--- config.mk ---
export PLATFORM = sky130hd
export DESIGN_NAME = axi_bram_write_arbiter_flat
export DESIGN_NICKNAME = d
export VERILOG_FILES = /design/src/rtl/axi_bram_write_arbiter_if.sv /design/src/rtl/axi_bram_write_arbiter.sv /design/src/flat_wrapper.sv
export SDC_FILE = /design/constraint.sdc
export NUM_CORES = 1
export LEC_CHECK = 0
export CELL_PAD_IN_SITES_DETAIL_PLACEMENT = 0
export CELL_PAD_IN_SITES_GLOBAL_PLACEMENT = 1
export CORE_MARGIN = 5
export CORE_UTILIZATION = 25
export CTS_BUF_LIST = sky130_fd_sc_hd__clkbuf_4 sky130_fd_sc_hd__clkbuf_8
export CTS_CLUSTER_SIZE = 16
export DETAILED_ROUTE_END_ITERATION = 7
export GPL_TIMING_DRIVEN = 0
export HOLD_SLACK_MARGIN = 0.06
export PLACE_DENSITY = 0.91
export SYNTH_ARGS = -nofsm -noshare
export SYNTH_HDL_FRONTEND = slang
export SYNTH_SLANG_ARGS = --single-unit
--- constraint.sdc ---
create_clock -name aclk -period 4.5 [get_ports aclk]
set_input_delay 0.9 -clock aclk [delete_from_list [all_inputs] [get_ports aclk]]
set_output_delay 0.9 -clock aclk [all_outputs]
set_load 0.005 [all_outputs]
--- src/rtl/axi_bram_write_arbiter_if.sv ---
// AXI4-Lite write-only channel bundle (AW, W, B) used by each slave port of the
// BRAM write arbiter.
interface axi_bram_write_arbiter_if #(
  parameter int ADDR_W = 32,
  parameter int DATA_W = 32
);
  logic [ADDR_W-1:0]   awaddr;
  logic                awvalid;
  logic                awready;
  logic [DATA_W-1:0]   wdata;
  logic [DATA_W/8-1:0] wstrb;
  logic                wvalid;
  logic                wready;
  logic [1:0]          bresp;
  logic                bvalid;
  logic                bready;

  modport master (
    output awaddr, awvalid, wdata, wstrb, wvalid, bready,
    input  awready, wready, bresp, bvalid
  );

  modport slave (
    input  awaddr, awvalid, wdata, wstrb, wvalid, bready,
    output awready, wready, bresp, bvalid
  );
endinterface

--- src/rtl/axi_bram_write_arbiter.sv ---
// Two AXI4-Lite write slaves sharing one BRAM write port through a round-robin
// arbiter; one write per cycle, registered BRAM outputs, per-slave B channel.
module axi_bram_write_arbiter #(
  parameter int AXI_DATA_WIDTH  = 32,
  parameter int AXI_ADDR_WIDTH  = 32,
  parameter int BRAM_DATA_WIDTH = 32,
  parameter int BRAM_ADDR_WIDTH = 10
) (
  input  logic                         aclk,
  input  logic                         aresetn,
  axi_bram_write_arbiter_if.slave      s0_axi,
  axi_bram_write_arbiter_if.slave      s1_axi,
  output logic                         bram_porta_clk,
  output logic                         bram_porta_rst,
  output logic [BRAM_ADDR_WIDTH-1:0]   bram_porta_addr,
  output logic [BRAM_DATA_WIDTH-1:0]   bram_porta_wrdata,
  output logic [BRAM_DATA_WIDTH/8-1:0] bram_porta_we
);

  localparam int STRB_W   = BRAM_DATA_WIDTH / 8;
  localparam int ADDR_LSB = $clog2(AXI_DATA_WIDTH / 8);

  logic [1:0]                 awvalid;
  logic [1:0]                 wvalid;
  logic [1:0]                 bready;
  logic [1:0]                 req;
  logic [1:0]                 gnt;
  logic                       gnt_idx;
  logic [BRAM_ADDR_WIDTH-1:0] word_addr [2];
  logic [AXI_DATA_WIDTH-1:0]  wdata     [2];
  logic [STRB_W-1:0]          wstrb     [2];

  logic [1:0]                 bvalid_q, bvalid_d;
  logic                       last_q, last_d;
  logic [BRAM_ADDR_WIDTH-1:0] addr_q, addr_d;
  logic [BRAM_DATA_WIDTH-1:0] wrdata_q, wrdata_d;
  logic [STRB_W-1:0]          we_q, we_d;

  // Only the word-address slice of awaddr reaches the BRAM.
  logic unused_awaddr_bits;
  assign unused_awaddr_bits = ^{s0_axi.awaddr, s1_axi.awaddr};

  assign awvalid      = {s1_axi.awvalid, s0_axi.awvalid};
  assign wvalid       = {s1_axi.wvalid, s0_axi.wvalid};
  assign bready       = {s1_axi.bready, s0_axi.bready};
  assign word_addr[0] = s0_axi.awaddr[ADDR_LSB +: BRAM_ADDR_WIDTH];
  assign word_addr[1] = s1_axi.awaddr[ADDR_LSB +: BRAM_ADDR_WIDTH];
  assign wdata[0]     = s0_axi.wdata;
  assign wdata[1]     = s1_axi.wdata;
  assign wstrb[0]     = s0_axi.wstrb;
  assign wstrb[1]     = s1_axi.wstrb;

  genvar gi;
  generate
    for (gi = 0; gi < 2; gi++) begin : g_port
      // A port with an unacknowledged response sits out arbitration.
      assign req[gi] = awvalid[gi] & wvalid[gi] & ~bvalid_q[gi];

      always_comb begin
        bvalid_d[gi] = bvalid_q[gi];
        if (gnt[gi]) begin
          bvalid_d[gi] = 1'b1;
        end else if (bvalid_q[gi] && bready[gi]) begin
          bvalid_d[gi] = 1'b0;
        end
      end

      always_ff @(posedge aclk or negedge aresetn) begin
        if (!aresetn) begin
          bvalid_q[gi] <= 1'b0;
        end else begin
          bvalid_q[gi] <= bvalid_d[gi];
        end
      end
    end
  endgenerate

  // Under contention the port that did not win last time gets the slot.
  always_comb begin
    gnt = req;
    if (req == 2'b11) begin
      gnt = last_q ? 2'b01 : 2'b10;
    end
  end

  assign gnt_idx = gnt[1];

  always_comb begin
    last_d   = last_q;
    addr_d   = addr_q;
    wrdata_d = wrdata_q;
    we_d     = '0;
    if (|gnt) begin
      last_d   = gnt_idx;
      addr_d   = word_addr[gnt_idx];
      wrdata_d = wdata[gnt_idx];
      we_d     = wstrb[gnt_idx];
    end
  end

  always_ff @(posedge aclk or negedge aresetn) begin
    if (!aresetn) begin
      last_q   <= 1'b1;
      addr_q   <= '0;
      wrdata_q <= '0;
      we_q     <= '0;
    end else begin
      last_q   <= last_d;
      addr_q   <= addr_d;
      wrdata_q <= wrdata_d;
      we_q     <= we_d;
    end
  end

  assign s0_axi.awready = gnt[0];
  assign s0_axi.wready  = gnt[0];
  assign s0_axi.bresp   = 2'b00;
  assign s0_axi.bvalid  = bvalid_q[0];
  assign s1_axi.awready = gnt[1];
  assign s1_axi.wready  = gnt[1];
  assign s1_axi.bresp   = 2'b00;
  assign s1_axi.bvalid  = bvalid_q[1];

  assign bram_porta_clk    = aclk;
  assign bram_porta_rst    = ~aresetn;
  assign bram_porta_addr   = addr_q;
  assign bram_porta_wrdata = wrdata_q;
  assign bram_porta_we     = we_q;

endmodule

--- src/flat_wrapper.sv ---
// flat-port wrapper written by rule: the top's interface ports become plain ports
module axi_bram_write_arbiter_flat 
#(
  parameter int AXI_DATA_WIDTH  = 32,
  parameter int AXI_ADDR_WIDTH  = 32,
  parameter int BRAM_DATA_WIDTH = 32,
  parameter int BRAM_ADDR_WIDTH = 10
)
  (aclk, aresetn, bram_porta_clk, bram_porta_rst, bram_porta_addr, bram_porta_wrdata, bram_porta_we, s0_axi_awaddr, s0_axi_awvalid, s0_axi_wdata, s0_axi_wstrb, s0_axi_wvalid, s0_axi_bready, s0_axi_awready, s0_axi_wready, s0_axi_bresp, s0_axi_bvalid, s1_axi_awaddr, s1_axi_awvalid, s1_axi_wdata, s1_axi_wstrb, s1_axi_wvalid, s1_axi_bready, s1_axi_awready, s1_axi_wready, s1_axi_bresp, s1_axi_bvalid);
  axi_bram_write_arbiter_if #(.ADDR_W(32), .DATA_W(32)) s0_axi_i ();
  axi_bram_write_arbiter_if #(.ADDR_W(32), .DATA_W(32)) s1_axi_i ();
  input  logic aclk;
  input  logic aresetn;
  output logic bram_porta_clk;
  output logic bram_porta_rst;
  output logic [BRAM_ADDR_WIDTH-1:0] bram_porta_addr;
  output logic [BRAM_DATA_WIDTH-1:0] bram_porta_wrdata;
  output logic [BRAM_DATA_WIDTH/8-1:0] bram_porta_we;
  input wire logic [$bits(s0_axi_i.awaddr)-1:0] s0_axi_awaddr;
  input wire logic [$bits(s0_axi_i.awvalid)-1:0] s0_axi_awvalid;
  input wire logic [$bits(s0_axi_i.wdata)-1:0] s0_axi_wdata;
  input wire logic [$bits(s0_axi_i.wstrb)-1:0] s0_axi_wstrb;
  input wire logic [$bits(s0_axi_i.wvalid)-1:0] s0_axi_wvalid;
  input wire logic [$bits(s0_axi_i.bready)-1:0] s0_axi_bready;
  output wire logic [$bits(s0_axi_i.awready)-1:0] s0_axi_awready;
  output wire logic [$bits(s0_axi_i.wready)-1:0] s0_axi_wready;
  output wire logic [$bits(s0_axi_i.bresp)-1:0] s0_axi_bresp;
  output wire logic [$bits(s0_axi_i.bvalid)-1:0] s0_axi_bvalid;
  input wire logic [$bits(s1_axi_i.awaddr)-1:0] s1_axi_awaddr;
  input wire logic [$bits(s1_axi_i.awvalid)-1:0] s1_axi_awvalid;
  input wire logic [$bits(s1_axi_i.wdata)-1:0] s1_axi_wdata;
  input wire logic [$bits(s1_axi_i.wstrb)-1:0] s1_axi_wstrb;
  input wire logic [$bits(s1_axi_i.wvalid)-1:0] s1_axi_wvalid;
  input wire logic [$bits(s1_axi_i.bready)-1:0] s1_axi_bready;
  output wire logic [$bits(s1_axi_i.awready)-1:0] s1_axi_awready;
  output wire logic [$bits(s1_axi_i.wready)-1:0] s1_axi_wready;
  output wire logic [$bits(s1_axi_i.bresp)-1:0] s1_axi_bresp;
  output wire logic [$bits(s1_axi_i.bvalid)-1:0] s1_axi_bvalid;
  assign s0_axi_i.awaddr = s0_axi_awaddr;
  assign s0_axi_i.awvalid = s0_axi_awvalid;
  assign s0_axi_i.wdata = s0_axi_wdata;
  assign s0_axi_i.wstrb = s0_axi_wstrb;
  assign s0_axi_i.wvalid = s0_axi_wvalid;
  assign s0_axi_i.bready = s0_axi_bready;
  assign s0_axi_awready = s0_axi_i.awready;
  assign s0_axi_wready = s0_axi_i.wready;
  assign s0_axi_bresp = s0_axi_i.bresp;
  assign s0_axi_bvalid = s0_axi_i.bvalid;
  assign s1_axi_i.awaddr = s1_axi_awaddr;
  assign s1_axi_i.awvalid = s1_axi_awvalid;
  assign s1_axi_i.wdata = s1_axi_wdata;
  assign s1_axi_i.wstrb = s1_axi_wstrb;
  assign s1_axi_i.wvalid = s1_axi_wvalid;
  assign s1_axi_i.bready = s1_axi_bready;
  assign s1_axi_awready = s1_axi_i.awready;
  assign s1_axi_wready = s1_axi_i.wready;
  assign s1_axi_bresp = s1_axi_i.bresp;
  assign s1_axi_bvalid = s1_axi_i.bvalid;
  axi_bram_write_arbiter #(.AXI_DATA_WIDTH(AXI_DATA_WIDTH), .AXI_ADDR_WIDTH(AXI_ADDR_WIDTH), .BRAM_DATA_WIDTH(BRAM_DATA_WIDTH), .BRAM_ADDR_WIDTH(BRAM_ADDR_WIDTH)) u_core (.aclk(aclk), .aresetn(aresetn), .s0_axi(s0_axi_i), .s1_axi(s1_axi_i), .bram_porta_clk(bram_porta_clk), .bram_porta_rst(bram_porta_rst), .bram_porta_addr(bram_porta_addr), .bram_porta_wrdata(bram_porta_wrdata), .bram_porta_we(bram_porta_we));
endmodule
[After elaboration in Yosys (flattened, before gate mapping)]
Index checks and enable logic that the tools add are counted.
Operators by class
  reduce and logical (&&, ||, !) cells: 5
  bitwise gates (word level): 8
  order comparisons: 1
  multiplexer cells: 16
  eq/ne operators: 1
Operators by type and width (number)
  2-to-1 mux 32 bit: 3
  2-to-1 mux 10 bit: 3
  2-to-1 mux 4 bit: 4
  bitwise AND 1 bit: 4
  2-to-1 mux 1 bit: 4
  2-to-1 mux 2 bit: 2
  nonzero test 2 bit: 2
  inverter 1 bit: 3
  == test 2 bit, second input constant: 1
  >= comparator 2 bit, second input constant: 1
  logical AND 1 bit: 2
  inverter 1 -> 2 bit: 1
  OR reduction 2 bit: 1
Storage, ports and cells
  output and inout port bits: 58
  input bits: 144
  flip-flop bits (word level): 49
  word-level logic and storage cells: 37

[Logic depth before layout (Yosys ltp)]
Gate-level depths: netlist of the first run.
  depth after elaboration: 9
  depth in mapped cells: 6

==> results of run 1 <==
-- critical path, stage by stage --
cell             delay [ns]
clkbuf_8               0.11
clkbuf_8               0.12
buf_4                  0.12
clkdlybuf4s50_1        0.44
-- placed cells by master (no fill, tap or decap), types with 5 or more instances in the layout --
master	synthesis	layout
clkbuf_8	0	9
dfrtp_1	48	48
clkdlybuf4s50_1	0	152
buf_2	4	5
clkbuf_1	10	10
inv_1	5	5
o221a_1	39	39
buf_6	6	6
buf_4	7	7
nand3b_1	42	42
-- state kept, by name (all words and copies together) (netlist names) --
signal                    cells
u_core.bram_porta_addr       10
u_core.last_q                 1
u_core.s0_axi.bvalid          1
u_core.bram_porta_wrdata     32
u_core.s1_axi.bvalid          1
u_core.bram_porta_we          4
-- path summary, 6_finish.rpt --
check	slack [ns]	endpoint	cells past startpoint	from
worst max-delay path	0.57	bram_porta_clk	4	aclk
worst min-delay path	0.48	u_core.bram_porta_addr[7]	1	aresetn
worst max register to register	2.68	u_core.bram_porta_wrdata[9]	5	u_core.last_q
worst min register to register	0.51	u_core.last_q	2	u_core.last_q
max in group asynchronous	3.46	u_core.bram_porta_wrdata[26]	2	aresetn
min in group aclk	0.51	u_core.last_q	2	u_core.last_q
-- layer usage --
layer,vias to the layer above,part of all wire [%]
li1,1027,-
met1,1061,41
met2,98,50
met3,11,8.1
met4,0,1.3
met5,-,0
-- cell type report --
type | instances | area [um^2] | area share [%]
clock buffer | 11 | 141.4 | 3.388
tap | 111 | 138.9 | 3.328
clock inverter | 1 | 30.03 | 0.7196
inverter | 5 | 18.77 | 0.4498
multi-input combinational | 101 | 902.1 | 21.62
sequential | 49 | 1227 | 29.42
buffer | 27 | 177.7 | 4.258
timing repair buffer | 153 | 1536 | 36.82
-- per-stage QoR --
step | hold slack (ns) | cells | util, % | TNS, ns
2_1_floorplan | 0.4678 | 182 | - | 0
3_3_place_gp | 0.4790 | 446 | 43.66 | -0.06542
3_5_place_dp | 0.5019 | 447 | 43.83 | 0
4_1_cts | 0.4809 | 458 | 45.59 | 0
5_1_grt | 0.5083 | 458 | 45.59 | 0
6_report | 0.4759 | 458 | 45.59 | 0
-- cell families after synthesis --
family	Yosys count	synth area share [%]
AOI/OAI and AO/OA	51	23.41
and+or+nand+nor	46	14.92
buffers and inverters	32	8.487
other	1	0.1620
DFF	49	53.03
-- Yosys cell counts --
cell       count
dfrtp_1       48
nand3b_1      42
o221a_1       39
clkbuf_1      10
buf_4          7
buf_6          6
inv_1          5
a22o_1         4
buf_2          4
o221a_2        3
o21ai_0        2
a211o_1        1
a21o_1         1
and2_0         1
and3b_1        1
conb_1         1
dfstp_2        1
nand2_1        1
nand4bb_1      1
o21bai_1       1
-- where the power goes --
group / internal (mW) / switching [mW] / total, mW
combinational: 0.334 / 0.157 / 0.491
sequential: 0.536 / 0.0562 / 0.593
clock: 0.270 / 0.172 / 0.442
total: 1.14 / 0.385 / 1.53
==> metrics.txt, run 1 <==
gr busiest metal=met2; Worst Path Required=3.60 ns; Setup Buffers After CTS=0; Setup WS pre-CTS=0.7010 ns; GR Util All Layers=14.80%; Post-Syn Area per Cell=12.93 um^2; Site Rows=35; Worst EP arrival=roughly 3 ns; # hold bufs at CTS=0; final RePlAce weighted congestion=0.6808; Leakage Power=~1.6 nW; Mapped Cells=roughly 180; met1 global-route usage=17.29%; # resized after CTS=0; Reg clk slew, reported paths=approximately 0.10 ns; register area share after synthesis=53.03%; area post-placement=between 0.004 and 0.005 mm^2; Remaining Overflow, GRT=0; Initial Utilization=25.29%; CP endpoint kind=output pin; Layout area overhead=80.27%; synthesized area=0.002315 mm^2; final net count=490; DRC violations left=0; Synthesis Warnings=0; final hold viol count=0; largest net degree at the start of global routing=29; number of global-route vias before repair=2522; Final WS setup=0.5665 ns; HP Class=input port to async pin; Yosys cell types=20; routed vias/inst=4.797; Routed WL per cell=17.97 um; Fillers=859; critical path peak fanout=2; Die Y-Extent=106.2 um; ANT nets after route=0; CTS tree=done; startpoint types=clock port; IO Port Bufs=153; Synth top area share=about half; ant diodes=0; Pwr Density=365.6 mW/mm^2; Synth area leaders=dfrtp_1, o221a_1, nand3b_1; First DRT Iteration DRCs=53; WL final=8230 um; max_cap viols=0; post-synthesis register bit count=49; via count=2197; met3 Use GR=4.857%; die area=0.01128 mm^2; clk_lat worst skew=0.40 ns; post-synth top area cell=dfrtp_1; M2 GR Usage=about 26%; number of I/O pins=202; clk_skew=0.005824 ns; post-route cell area=0.004173 mm^2; kind of critical path=clock port to output pin; core area=0.009153 mm^2; worst rel slew slack=62.31%; Pins Over Slew Limit=0; Pwr Total=1.525 mW; setup violators final=0; outcome=finished, final reports clean; global-route wire length before repair=13110 um; Die X=106.2 um; Least-Margin Pin Slew=~0.57 ns; drt pass-1 iters=4; unrepaired setup endpoints after global routing=no; share of cells above drive strength 1=9.798%; Peak VDD IR=0.1772 mV; HPWL Detailed=6217 um; initial antenna violation count=0
(Power assumes the default switching activity.)
==> inputs of run 2 (changes only) <==
--- a/config.mk
+++ b/config.mk
@@ -5,6 +5,7 @@
 export SDC_FILE = /design/constraint.sdc
 export NUM_CORES = 1
 export LEC_CHECK = 0
+export ABC_AREA = 1
 export CELL_PAD_IN_SITES_DETAIL_PLACEMENT = 0
 export CELL_PAD_IN_SITES_GLOBAL_PLACEMENT = 1
 export CORE_MARGIN = 5
==> metrics.txt, run 2 <==
GR Util All Layers=15.35%; Setup TNS Final=0 ns; Yosys cell types=17; highest-count cells in the layout ignoring fill and taps=clkdlybuf4s50_1, nand3_1, nand2_1, dfrtp_1, inv_1; sw frac=27.97%; Pins Over Slew Limit=0; post-synthesis register bit count=between 40 and 50; DRC violations left=0; reg-to-reg startpoint=u_core.last_q; initial antenna violation count=0; via count=~3.0k; # resized after CTS=0; Sequential Power Share=38.1%; Layout area overhead=70.30%; Leakage Power=2.164 nW; final core utilization=43.94%; CTS tree=done; unrepaired setup endpoints after global routing=no; Pwr Total=1.554 mW; global-route wire length before repair=around 16000 um; HPWL Detailed=7610 um; Site Rows=37; switching power=0.4348 mW; Peak VDD IR=0.1347 mV; multi-input logic area=0.001082 mm^2; async set-reset flop share out of synthesis=100.0%; largest net degree at the start of global routing=28; final RePlAce weighted congestion=0.7811; Least-Margin Pin Slew=0.5897 ns; worst rel slew slack=60.68%; post-synth top area cell=dfrtp_1; Worst EP arrival=3.02 ns; # hold bufs at CTS=0; count leader, synth=nand3_1; critical path peak fanout=2; WL final=9925 um; R2R Setup Slk=3.08 ns; Clk pwr share=28.0%; outcome=finished, final reports clean; clk_lat worst skew=0.40 ns; final std cells w/o fill=669; CP endpoint kind=output pin; setup violators final=0; Worst Path Required=3.60 ns; register area share after synthesis=around 46%; max FFs per register=32; First DRT Iteration DRCs=just over 200; ANT nets after route=0; startpoint types=clock port; final net count=676; max_cap viols=0; Fillers=1104; final hold viol count=0; Mapped Cells=365; share of cells above drive strength 1=8.068%; area post-placement=~0.0044 mm^2; IO Port Bufs=153; Post-synth EDFFs=0; Post-Syn Area per Cell=7.363 um^2; core area=~0.010 mm^2; Comb pwr share=33.9%; Pwr Density=between 300 and 400 mW/mm^2; Die Y-Extent=113.7 um; Synthesis Warnings=0; commonest non-fill, non-tap cell in the layout=clkdlybuf4s50_1; reg2reg end=u_core.bram_porta_addr[7]; number of I/O pins=approximately 200; kind of critical path=clock port to output pin; Remaining Overflow, GRT=0; cell count of the worst reg-to-reg path=5; post-route cell area=0.004577 mm^2; Synth top area share=44.69%; Main synth FF type=dfrtp_1; Routed WL per cell=between 10 and 15 um; drt pass-1 iters=5; routed vias/inst=4.540; Placed Cells=658; Initial Utilization=25.80%; Int Power=1.120 mW; ant diodes=0; Die X=between 100 and 150 um; Reg clk slew, reported paths=approximately 0.090 ns; Synth top cells by count=nand3_1, dfrtp_1, nand2_1; number of global-route vias before repair=~3.1k; Synth area leaders=dfrtp_1, nand3_1, nand2_1; register area=between 0.001 and 0.0015 mm^2; synthesized area=0.002688 mm^2; Setup Buffers After CTS=0; clk_skew=0.005376 ns; HP Class=input port to async pin; die area=roughly 0.013 mm^2
run 2: cell types whose count changed after synthesis, sizes merged, moves of 4 or more:
cell / change
nor2: +45
inv: +42
nand3b: -42
o221a: -42
nand2: +47
a22o: -4
buf: +9
nand3: +136
run 2: kinds of logic (layout without fill, tap and decap cells):
family | after synthesis | count (layout) | synth area share [%]
AO/OA/AOI/OAI | 3 | 3 | 0.6984
buffers and inverters | 82 | 247 | 14.48
other | 1 | 4 | 0.1395
flip-flops | 49 | 49 | 45.67
AND/OR/NAND/NOR | 230 | 230 | 39.01
run 2: layer usage:
metal | track usage (%) | vias to the layer above | routed length (um)
li1 | - | 1487 | -
met4 | 2.885 | 0 | 91
met2 | 26.74 | 118 | 4756
met5 | 0 | - | 0
met3 | 4.138 | 9 | 842
met1 | 19.17 | 1423 | 4235
run 2: worst max-delay path, stage by stage:
cell             delay (ns)
clkbuf_8               0.11
clkbuf_8               0.12
buf_4                  0.12
clkdlybuf4s50_1        0.43
run 2: final cells by class:
class | instances | share of cell area [%]
Multi-Input combinational cell | 237 | 23.65
Timing Repair Buffer | 153 | 33.57
Inverter | 47 | 3.855
Tap cell | 136 | 3.718
Buffer | 35 | 4.647
Sequential cell | 49 | 26.82
Clock buffer | 10 | 2.925
Clock inverter | 2 | 0.8201
run 2: through the flow:
stage / setup WS (ns) / hold slack [ns]
detailed placement: 0.8129 / 0.5143
CTS: 0.5661 / 0.5000
global placement: -0.1189 / 0.5124
finish: 0.5755 / 0.4889
global route: 0.5586 / 0.5208
floorplan: 1.239 / 0.5177
run 2: worst max-delay path by stage:
stage | start | endpoint | cells past startpoint
after floorplan | aclk | bram_porta_clk | 1
after global placement | aresetn | bram_porta_rst | 3
after detailed placement | s1_axi_wvalid | s1_axi_wready | 9
after CTS | aclk | bram_porta_clk | 4
after global routing | aclk | bram_porta_clk | 4
final | aclk | bram_porta_clk | 4
run 2: power groups by stage:
stage | Clock (mW) | Sequential (mW) | Combinational [mW]
after detailed placement | 0.0310 | 0.597 | 0.536
after global routing | 0.473 | 0.603 | 0.580
after CTS | 0.452 | 0.591 | 0.538
after global placement | 0.0310 | 0.595 | 0.528
final | 0.435 | 0.592 | 0.527
after floorplan | 0.0144 | 0.598 | 0.182
